## config.mk

```make
export PLATFORM = sky130hd
export DESIGN_NAME = encoder_config_sequencer_flat
export DESIGN_NICKNAME = d
export VERILOG_FILES = /design/src/rtl/encoder_config_sequencer_if.sv /design/src/rtl/encoder_config_sequencer.sv /design/src/flat_wrapper.sv
export SDC_FILE = /design/constraint.sdc
export NUM_CORES = 1
export LEC_CHECK = 0
export CAP_MARGIN = 20
export CORE_ASPECT_RATIO = 0.5
export CORE_MARGIN = 2
export CORE_UTILIZATION = 42
export CTS_CLUSTER_DIAMETER = 50
export DETAILED_ROUTE_END_ITERATION = 10
export PLACE_DENSITY_LB_ADDON = 0.15
export SLEW_MARGIN = 20
export SYNTH_ARGS = -nofsm -noshare
export SYNTH_HDL_FRONTEND = slang
export SYNTH_SLANG_ARGS = --single-unit
```

## constraint.sdc

```tcl
create_clock -name clk -period 1.7 [get_ports clk]
set_clock_uncertainty 0.1 [all_clocks]
set_input_delay 0.255 -clock clk [delete_from_list [all_inputs] [get_ports clk]]
set_output_delay 0.255 -clock clk [all_outputs]
set_load 0.01 [all_outputs]
```

## src/rtl/encoder_config_sequencer_if.sv

```systemverilog
// Request, host debug-bus and encoder debug-bus bundle for encoder_config_sequencer.
// The timeout strobe exists only when SEQ_TIMEOUT_EN is defined.
interface encoder_config_sequencer_if;
  logic        req_valid;
  logic [1:0]  req_standard;
  logic        req_ready;
  logic        newframe;
  logic [15:0] host_addr;
  logic [7:0]  host_write_data;
  logic        host_write_enable;
  logic        host_stall;
  logic [15:0] dbus_addr;
  logic [7:0]  dbus_write_data;
  logic        dbus_write_enable;
  logic [1:0]  video_standard;
  logic        busy;
  logic        done;
`ifdef SEQ_TIMEOUT_EN
  logic        timeout;

  modport master (
    output req_valid, req_standard, newframe, host_addr, host_write_data, host_write_enable,
    input  req_ready, host_stall, dbus_addr, dbus_write_data, dbus_write_enable,
    input  video_standard, busy, done, timeout
  );

  modport slave (
    input  req_valid, req_standard, newframe, host_addr, host_write_data, host_write_enable,
    output req_ready, host_stall, dbus_addr, dbus_write_data, dbus_write_enable,
    output video_standard, busy, done, timeout
  );
`else
  modport master (
    output req_valid, req_standard, newframe, host_addr, host_write_data, host_write_enable,
    input  req_ready, host_stall, dbus_addr, dbus_write_data, dbus_write_enable,
    input  video_standard, busy, done
  );

  modport slave (
    input  req_valid, req_standard, newframe, host_addr, host_write_data, host_write_enable,
    output req_ready, host_stall, dbus_addr, dbus_write_data, dbus_write_enable,
    output video_standard, busy, done
  );
`endif
endinterface

```

## src/rtl/encoder_config_sequencer.sv

```systemverilog
// Reloads encoder scaler/level/delay/chroma registers at a frame start, then switches video_standard;
// host writes pass through registered (1 cycle) except in WRITE/COMMIT where host_stall holds them. Option: SEQ_TIMEOUT_EN.
module encoder_config_sequencer #(
  parameter int unsigned NUM_ENTRIES    = 8
`ifdef SEQ_TIMEOUT_EN
  ,
  parameter int unsigned TIMEOUT_CYCLES = 1048576
`endif
) (
  input  logic                             clk,
  input  logic                             rst_n,
  encoder_config_sequencer_if.slave        bus
);

  typedef enum logic [1:0] {
    IDLE       = 2'd0,
    WAIT_FRAME = 2'd1,
    WRITE      = 2'd2,
    COMMIT     = 2'd3
  } state_e;

  localparam logic [1:0] STD_PAL     = 2'd0;
  localparam logic [1:0] STD_INVALID = 2'd3;
  localparam logic [2:0] LAST_IDX    = 3'(NUM_ENTRIES - 1);

  // Columns: Y scaler, U scaler, V scaler, black level, luma delay, U delay, V delay, chroma ctrl.
  // Row 3 is never selected because the invalid standard is discarded at request time.
  localparam logic [7:0] CONFIG_DEFAULTS [4][8] = '{
    '{8'h9A, 8'h44, 8'h60, 8'h10, 8'h02, 8'h04, 8'h04, 8'h01},  // PAL
    '{8'h94, 8'h4B, 8'h6A, 8'h18, 8'h03, 8'h05, 8'h05, 8'h03},  // NTSC
    '{8'h9A, 8'h3A, 8'h52, 8'h10, 8'h02, 8'h06, 8'h06, 8'h05},  // SECAM
    '{8'h00, 8'h00, 8'h00, 8'h00, 8'h00, 8'h00, 8'h00, 8'h00}
  };

  function automatic logic [15:0] table_addr(input logic [1:0] std, input logic [2:0] idx);
    logic [15:0] a;
    case (idx)
      3'd0:    a = 16'h0200 + {14'd0, std};
      3'd1:    a = 16'h0204 + {14'd0, std};
      3'd2:    a = 16'h0208 + {14'd0, std};
      3'd3:    a = 16'h0009;
      3'd4:    a = 16'h0000;
      3'd5:    a = 16'h000C;
      3'd6:    a = 16'h000D;
      default: a = 16'h0006;
    endcase
    return a;
  endfunction

  state_e      state_q, state_d;
  logic [1:0]  std_q, std_d;
  logic [2:0]  idx_q, idx_d;
  logic [1:0]  vstd_q, vstd_d;
  logic        done_q, done_d;
  logic [15:0] dbus_addr_q, dbus_addr_d;
  logic [7:0]  dbus_data_q, dbus_data_d;
  logic        dbus_we_q, dbus_we_d;
  logic        frame_go;

`ifdef SEQ_TIMEOUT_EN
  logic [19:0] cnt_q, cnt_d;
  logic        expired;

  always_comb begin
    cnt_d   = (state_q == WAIT_FRAME) ? cnt_q + 20'd1 : 20'd0;
    expired = (state_q == WAIT_FRAME) && (cnt_q == 20'(TIMEOUT_CYCLES - 1));
    // A real frame start in the expiry cycle wins, so no timeout is reported then.
    frame_go    = bus.newframe || expired;
    bus.timeout = expired && !bus.newframe;
  end

  always_ff @(posedge clk or negedge rst_n) begin
    if (!rst_n) begin
      cnt_q <= 20'd0;
    end else begin
      cnt_q <= cnt_d;
    end
  end
`else
  always_comb begin
    frame_go = bus.newframe;
  end
`endif

  always_comb begin
    state_d     = state_q;
    std_d       = std_q;
    idx_d       = idx_q;
    vstd_d      = vstd_q;
    done_d      = 1'b0;
    dbus_addr_d = bus.host_addr;
    dbus_data_d = bus.host_write_data;
    dbus_we_d   = bus.host_write_enable;

    case (state_q)
      IDLE: begin
        if (bus.req_valid && bus.req_standard != STD_INVALID) begin
          std_d   = bus.req_standard;
          state_d = WAIT_FRAME;
        end
      end
      WAIT_FRAME: begin
        if (frame_go) begin
          state_d = WRITE;
        end
      end
      WRITE: begin
        dbus_addr_d = table_addr(std_q, idx_q);
        dbus_data_d = CONFIG_DEFAULTS[std_q][idx_q];
        dbus_we_d   = 1'b1;
        if (idx_q == LAST_IDX) begin
          idx_d   = 3'd0;
          state_d = COMMIT;
        end else begin
          idx_d = idx_q + 3'd1;
        end
      end
      default: begin
        // COMMIT: the host is still stalled, so the bus idles with its last address/data.
        dbus_addr_d = dbus_addr_q;
        dbus_data_d = dbus_data_q;
        dbus_we_d   = 1'b0;
        vstd_d      = std_q;
        done_d      = 1'b1;
        state_d     = IDLE;
      end
    endcase
  end

  always_ff @(posedge clk or negedge rst_n) begin
    if (!rst_n) begin
      state_q     <= IDLE;
      std_q       <= STD_PAL;
      idx_q       <= 3'd0;
      vstd_q      <= STD_PAL;
      done_q      <= 1'b0;
      dbus_addr_q <= 16'd0;
      dbus_data_q <= 8'd0;
      dbus_we_q   <= 1'b0;
    end else begin
      state_q     <= state_d;
      std_q       <= std_d;
      idx_q       <= idx_d;
      vstd_q      <= vstd_d;
      done_q      <= done_d;
      dbus_addr_q <= dbus_addr_d;
      dbus_data_q <= dbus_data_d;
      dbus_we_q   <= dbus_we_d;
    end
  end

  always_comb begin
    bus.req_ready         = (state_q == IDLE);
    bus.busy              = (state_q != IDLE);
    bus.host_stall        = (state_q == WRITE) || (state_q == COMMIT);
    bus.dbus_addr         = dbus_addr_q;
    bus.dbus_write_data   = dbus_data_q;
    bus.dbus_write_enable = dbus_we_q;
    bus.video_standard    = vstd_q;
    bus.done              = done_q;
  end

endmodule

```

## src/flat_wrapper.sv

```systemverilog
// flat-port wrapper written by rule: the top's interface ports become plain ports
module encoder_config_sequencer_flat 
#(
  parameter int unsigned NUM_ENTRIES    = 8

)
  (clk, rst_n, bus_req_valid, bus_req_standard, bus_newframe, bus_host_addr, bus_host_write_data, bus_host_write_enable, bus_req_ready, bus_host_stall, bus_dbus_addr, bus_dbus_write_data, bus_dbus_write_enable, bus_video_standard, bus_busy, bus_done);
  encoder_config_sequencer_if bus_i ();
  input  logic clk;
  input  logic rst_n;
  input wire logic [$bits(bus_i.req_valid)-1:0] bus_req_valid;
  input wire logic [$bits(bus_i.req_standard)-1:0] bus_req_standard;
  input wire logic [$bits(bus_i.newframe)-1:0] bus_newframe;
  input wire logic [$bits(bus_i.host_addr)-1:0] bus_host_addr;
  input wire logic [$bits(bus_i.host_write_data)-1:0] bus_host_write_data;
  input wire logic [$bits(bus_i.host_write_enable)-1:0] bus_host_write_enable;
  output wire logic [$bits(bus_i.req_ready)-1:0] bus_req_ready;
  output wire logic [$bits(bus_i.host_stall)-1:0] bus_host_stall;
  output wire logic [$bits(bus_i.dbus_addr)-1:0] bus_dbus_addr;
  output wire logic [$bits(bus_i.dbus_write_data)-1:0] bus_dbus_write_data;
  output wire logic [$bits(bus_i.dbus_write_enable)-1:0] bus_dbus_write_enable;
  output wire logic [$bits(bus_i.video_standard)-1:0] bus_video_standard;
  output wire logic [$bits(bus_i.busy)-1:0] bus_busy;
  output wire logic [$bits(bus_i.done)-1:0] bus_done;
  assign bus_i.req_valid = bus_req_valid;
  assign bus_i.req_standard = bus_req_standard;
  assign bus_i.newframe = bus_newframe;
  assign bus_i.host_addr = bus_host_addr;
  assign bus_i.host_write_data = bus_host_write_data;
  assign bus_i.host_write_enable = bus_host_write_enable;
  assign bus_req_ready = bus_i.req_ready;
  assign bus_host_stall = bus_i.host_stall;
  assign bus_dbus_addr = bus_i.dbus_addr;
  assign bus_dbus_write_data = bus_i.dbus_write_data;
  assign bus_dbus_write_enable = bus_i.dbus_write_enable;
  assign bus_video_standard = bus_i.video_standard;
  assign bus_busy = bus_i.busy;
  assign bus_done = bus_i.done;
  encoder_config_sequencer #(.NUM_ENTRIES(NUM_ENTRIES)) u_core (.clk(clk), .rst_n(rst_n), .bus(bus_i));
endmodule
```

After elaboration in Yosys (flattened, before gate mapping)
Cells that the tools add are included.
Operators by class
  reductions and logical operators: 10
  mux-type cells: 16
  add/subtract/negate cells: 4
  $lt $le $gt $ge: 2
  bitwise logic cells: 2
  equality and inequality tests: 14
Operator list (number)
  binary-select mux 64 bit (select 2 bit): 1
  two-way mux 64 bit: 2
  case mux 16 bit (7 select lines): 1
  adder 10 x 2 -> 11 bit, first input constant: 3
  case mux 16 bit (2 select lines): 1
  binary-select mux 8 bit (select 3 bit): 1
  two-way mux 8 bit: 2
  case mux 8 bit (2 select lines): 1
  == test 3 bit, second input constant: 4
  == test 3 x 2 -> 1 bit, second input constant: 2
  two-way mux 2 bit: 3
  case mux 2 bit (3 select lines): 1
  == test 2 bit, second input constant: 2
  greater-or-equal comparator 4 bit, second input constant: 1
  inequality test 2 x 1 -> 1 bit, second input constant: 2
  inequality test 2 bit, second input constant: 2
  NOT 3 -> 4 bit: 1
  nonzero test 2 bit: 2
  adder 3 x 1 -> 3 bit, second input constant: 1
  == test 3 x 1 -> 1 bit, second input constant: 1
  greater-or-equal comparator 3 bit, second input constant: 1
  zero test 3 bit: 1
  two-way mux 3 bit: 1
  NOT 2 -> 3 bit: 1
  other kinds (10): 10
Word-level totals
  output and inout port bits: 31
  bits in registers: 35

Longest topological paths before layout
  depth after elaboration: 8
  gate-level depth with buffers: 8
  gate-level depth less buffers: 6

Least setup slack after synthesis
OpenSTA, ideal clock, no wires.
  path type: register to register
  start: reg u_core.idx_q[1]
  end: reg u_core.state_q[1]
  cell stages (with the launch flop): 6
  clock period less this slack: 1.740 ns
  setup slack: -0.040 ns
  arrival: 1.516 ns
  buffers on the path: 0
  required time: 1.475 ns
  setup time: 0.125 ns
  cells stage by stage: dfrtp_1 > ha_1 > ha_1 > inv_1 > a221oi_2 > mux2_2
On the way
  cells in the longest elaborated chain, start to end: 3
Ends and longest elaborated chain
  from (decl): line encoder_config_sequencer.sv:52  | logic [2:0] idx_q, idx_d;
  from (signal assigned): line encoder_config_sequencer.sv:143  | idx_q <= idx_d;
  == test 3 bit: line encoder_config_sequencer.sv:111  | if (idx_q == LAST_IDX) begin
  inequality test 2 x 1 -> 1 bit (no source line)
  AND reduction 3 bit (no source line)
  to (signal assigned): line encoder_config_sequencer.sv:141  | state_q <= state_d;
  to (decl): line encoder_config_sequencer.sv:50  | state_e state_q, state_d;
Every way passes these cells.
A chain may end at the register's enable or synchronous reset.

Final worst setup path
  start: reg u_core.state_q[0]
  end: out bus_host_stall
On the way
  cells in the longest elaborated chain, start to end: 2
  elaborated cells between the ends (all ways): 3
  classes of those cells: eq/ne (2); reduce/logical (1)
Ends and longest elaborated chain
  == test 2 bit: line encoder_config_sequencer.sv:155  | bus.host_stall = (state_q == WRITE) || (state_q == COMMIT);
  logical OR 1 bit *: line encoder_config_sequencer.sv:155
  to (decl): line flat_wrapper.sv:18  | output wire logic [$bits(bus_i.host_stall)-1:0] bus_host_stall;
Mark *: on every way between the ends. The rest lies on a longest branch, timed or not.

==> results.yml <==
outcome:
  outcome: "complete, but fails checks"
  violations: "setup timing"
grt:
  grt_pass1_vias: 1773
  grt_overflow: 0
  grt_pass1_wl_mm: 7.859
  grt_usage_pct: 19.22
  grt_max_degree: 48
  antenna_found_initial: 0
power_and_ir_drop:
  leakage_nw: 1.348
  pwr-share-seq_pct: 24.4
  intPower_mw: 3.723
  power.total_mw: 6.166
  switchingPower_mw: 2.443
  p_comb_share_pct: 66.1
  switching_share_pct: 39.62
  clkPwrFrac_pct: 9.5
  p_per_area_nw_per_um2: 1978
  ir_worst_vdd_v: 0.001134
setup_path:
  r2r-start: "u_core.state_q[0]"
  critPathRequiredTime_ns: 1.34
  crit_path_end: "bus_host_stall"
  crit_type: "register to output pin"
  crit_path_max_fanout: 2
  end_kind: "output pin"
  worstRegToRegCells: 6
  reg2reg_slack_ns: 0.02
  worst_path_max_delay_cell: "dfrtp_1"
  critPathMostFrequentCell: "buf_6"
  slowest_delay_ns: 0.41
  crit_chain: "buf_6, ha_4, or2_4, buf_6"
  r2r-end: "u_core.state_q[1]"
  start_kind: "register"
  critPathArrivalTime_ns: 1.36
  crit_path_start: "u_core.state_q[0]"
drt:
  route.detailed.drc: 0
  wirelength_mm: 4.989
  drt-pass1-iter-count: 4
  viasPerCell: 4.918
  routedWlPerCell_um: 13.59
  drt_iter0_drc: 80
  num_vias: 1805
  ant_nets: 0
min_path:
  min-delay-path-class: "input port to asynchronous set/reset pin"
floorplan:
  rows: 17
  core_um2: 4488
  initial_core_util_pct: 44.63
  die_x_um: 101.7
  dieArea_um2: 5371
  die_h_um: 52.84
  pin_count: 62
timing:
  finalHoldViolCount: 0
  min_period_ns: 1.714
  finalSetupTns_ns: -0.01358
  drv_slew: 0
  setup_slack_ns: -0.01358
  worst_slew_pin_slew_ns: 0.4403
  setup_violations: 1
  timing.fmax_mhz: 583.6
  finalCritPeriodShare_pct: 100.8
  rsz0062_at_grt: "true"
  maxSlewHeadroom_pct: 70.65
yosys:
  synthArstFlopShare_pct: 100.0
  synth_area_um2: 2003
  synth_area_leaders: "dfrtp_1 44%, ha_1 9.4%, nand2_1 6.4%"
  synth_edf_count: 0
  ys_types: 48
  ys_warn_count: 0
  ys_ff_latch: 35
  synth_nets: 256
  synth_cells: 210
  yosysTopAreaCellShare_pct: 43.72
  ys.flop_type: "dfrtp_1"
  ys_seq_area_share_pct: 43.72
  synth_area_per_cell_um2: 9.539
  yosysTopAreaCell: "dfrtp_1"
flow_run:
  maxCapViolCount: 0
clocking:
  numCtsBuffers: 5
  insertion_delay_ns: 0.28
  htreeDepth: 2
  cts_tree: "yes"
  clock_sinks: 35
  root_buffer: "clkbuf_8"
  cts.path.max_buffers: 2
  cts.clk_slew.worst_paths_ns: 0.07
layout:
  final_common_cell: "clkdlybuf4s50_1"
  antenna_cells: 0
  area_growth_pct: 55.59
  utilization_pct: 69.45
  nets: 346
  instances_no_fill: 367
  drive_above_1_share_pct: 27.91
  mostFrequentLayoutCells: "57 x clkdlybuf4s50_1, 34 x nand2_1, 33 x dfrtp_1"
placed_design:
  gp_congestion: 0.8534
  dp_cells: 345
  port_buffers: 61
  dpl.hpwl_mm: 3.502
how the worst min path moves through the flow:
stage / startpoint / endpoint / slack, ns / cells past startpoint
2_1_floorplan: rst_n / u_core.bus.dbus_addr[0] / -0.14 / 0
3_3_place_gp: rst_n / u_core.std_q[1] / 0.13 / 2
3_5_place_dp: rst_n / u_core.std_q[0] / 0.14 / 2
4_1_cts: rst_n / u_core.bus.dbus_addr[8] / 0.36 / 3
5_1_grt: rst_n / u_core.bus.dbus_write_enable / 0.39 / 3
6_report: rst_n / u_core.bus.dbus_write_enable / 0.35 / 3
flip-flops by register name, summed over array words and instances (netlist names):
| signal | cells |
|---|---|
| u_core.bus.dbus_addr | 16 |
| u_core.bus.dbus_write_data | 8 |
| u_core.bus.dbus_write_enable | 1 |
| u_core.bus.done | 1 |
| u_core.bus.video_standard | 2 |
| u_core.idx_q | 3 |
| u_core.state_q | 2 |
| u_core.std_q | 2 |
worst max-delay path: cells and delay by family (launching register included):
family | cells | cell delay [ns]
AND/OR/NAND/NOR | 1 | 0.26
buffers and inverters | 2 | 0.26
adder cells (fa/ha/maj) | 1 | 0.15
flip-flops | 1 | 0.41
synth_stat cells (all sizes together) (4+ instances only):
| library cell | n |
|---|---|
| buf | 9 |
| nor2b | 7 |
| o31ai | 4 |
| nor2 | 14 |
| o21ai | 19 |
| clkbuf | 4 |
| ha | 15 |
| nand2 | 34 |
| inv | 13 |
| mux2 | 4 |
| dfrtp | 35 |
| a21oi | 13 |
metal layers:
| layer | routed length [µm] | up-vias | share of wire, % | track usage [%] |
|---|---|---|---|---|
| li1 | - | 906 | - | - |
| met3 | 263 | 6 | 5.3 | 5.600 |
| met2 | 2381 | 46 | 48 | 33.77 |
| met5 | 0 | - | 0 | 0 |
| met1 | 2297 | 847 | 46 | 23.65 |
| met4 | 46 | 0 | 0.92 | 4.279 |
through the flow:
stage	instance area (µm²)	hold WS, ns	setup WS [ns]
after floorplan	2007	-0.1406	0.01030
after global placement	2798	0.1309	-0.06887
after detailed placement	2798	0.1359	-0.09777
after CTS	2994	0.3552	-0.007042
after global routing	3117	0.3872	-0.05440
final	3117	0.3502	-0.01358
cell families (layout without fill, tap and decap cells):
family	count (synthesis)	after routing	synth area share, %
multiplexers	6	6	3.248
AND/OR/NAND/NOR	68	68	16.55
flip-flops	35	35	43.72
XOR/XNOR	1	1	0.4373
buffers and inverters	26	117	6.433
adder cells (fa/ha/maj)	15	15	9.369
AO/OA/AOI/OAI	59	59	20.24
cell type report:
cell class	count	area, µm²
Fill cell	344	1371
Multi-Input combinational cell	149	1105
Timing Repair Buffer	96	913.4
Sequential cell	35	878.3
Tap cell	66	82.58
Clock buffer	6	72.57
Inverter	13	52.55
Clock inverter	2	12.51
power groups by stage:
stage               registers (mW)  logic (mW)  clock network [mW]
floorplan                     1.69        1.83                   0
global placement              1.48        3.44                   0
detailed placement            1.51        3.51                   0
CTS                           1.50        3.80               0.609
global route                  1.56        4.45               0.640
finish                        1.51        4.07               0.585
what timing repair did:
item                                    4_1_cts  5_1_grt
resized for setup                            22       20
setup buffers                                 5        7
endpoints found under the setup margin        9       16
pin swaps                                     1        3
hold endpoints to repair                     35        0
cloned                                        1        0
hold buffers                                  1        0
Note: power is estimated with default switching activity, not from simulation.
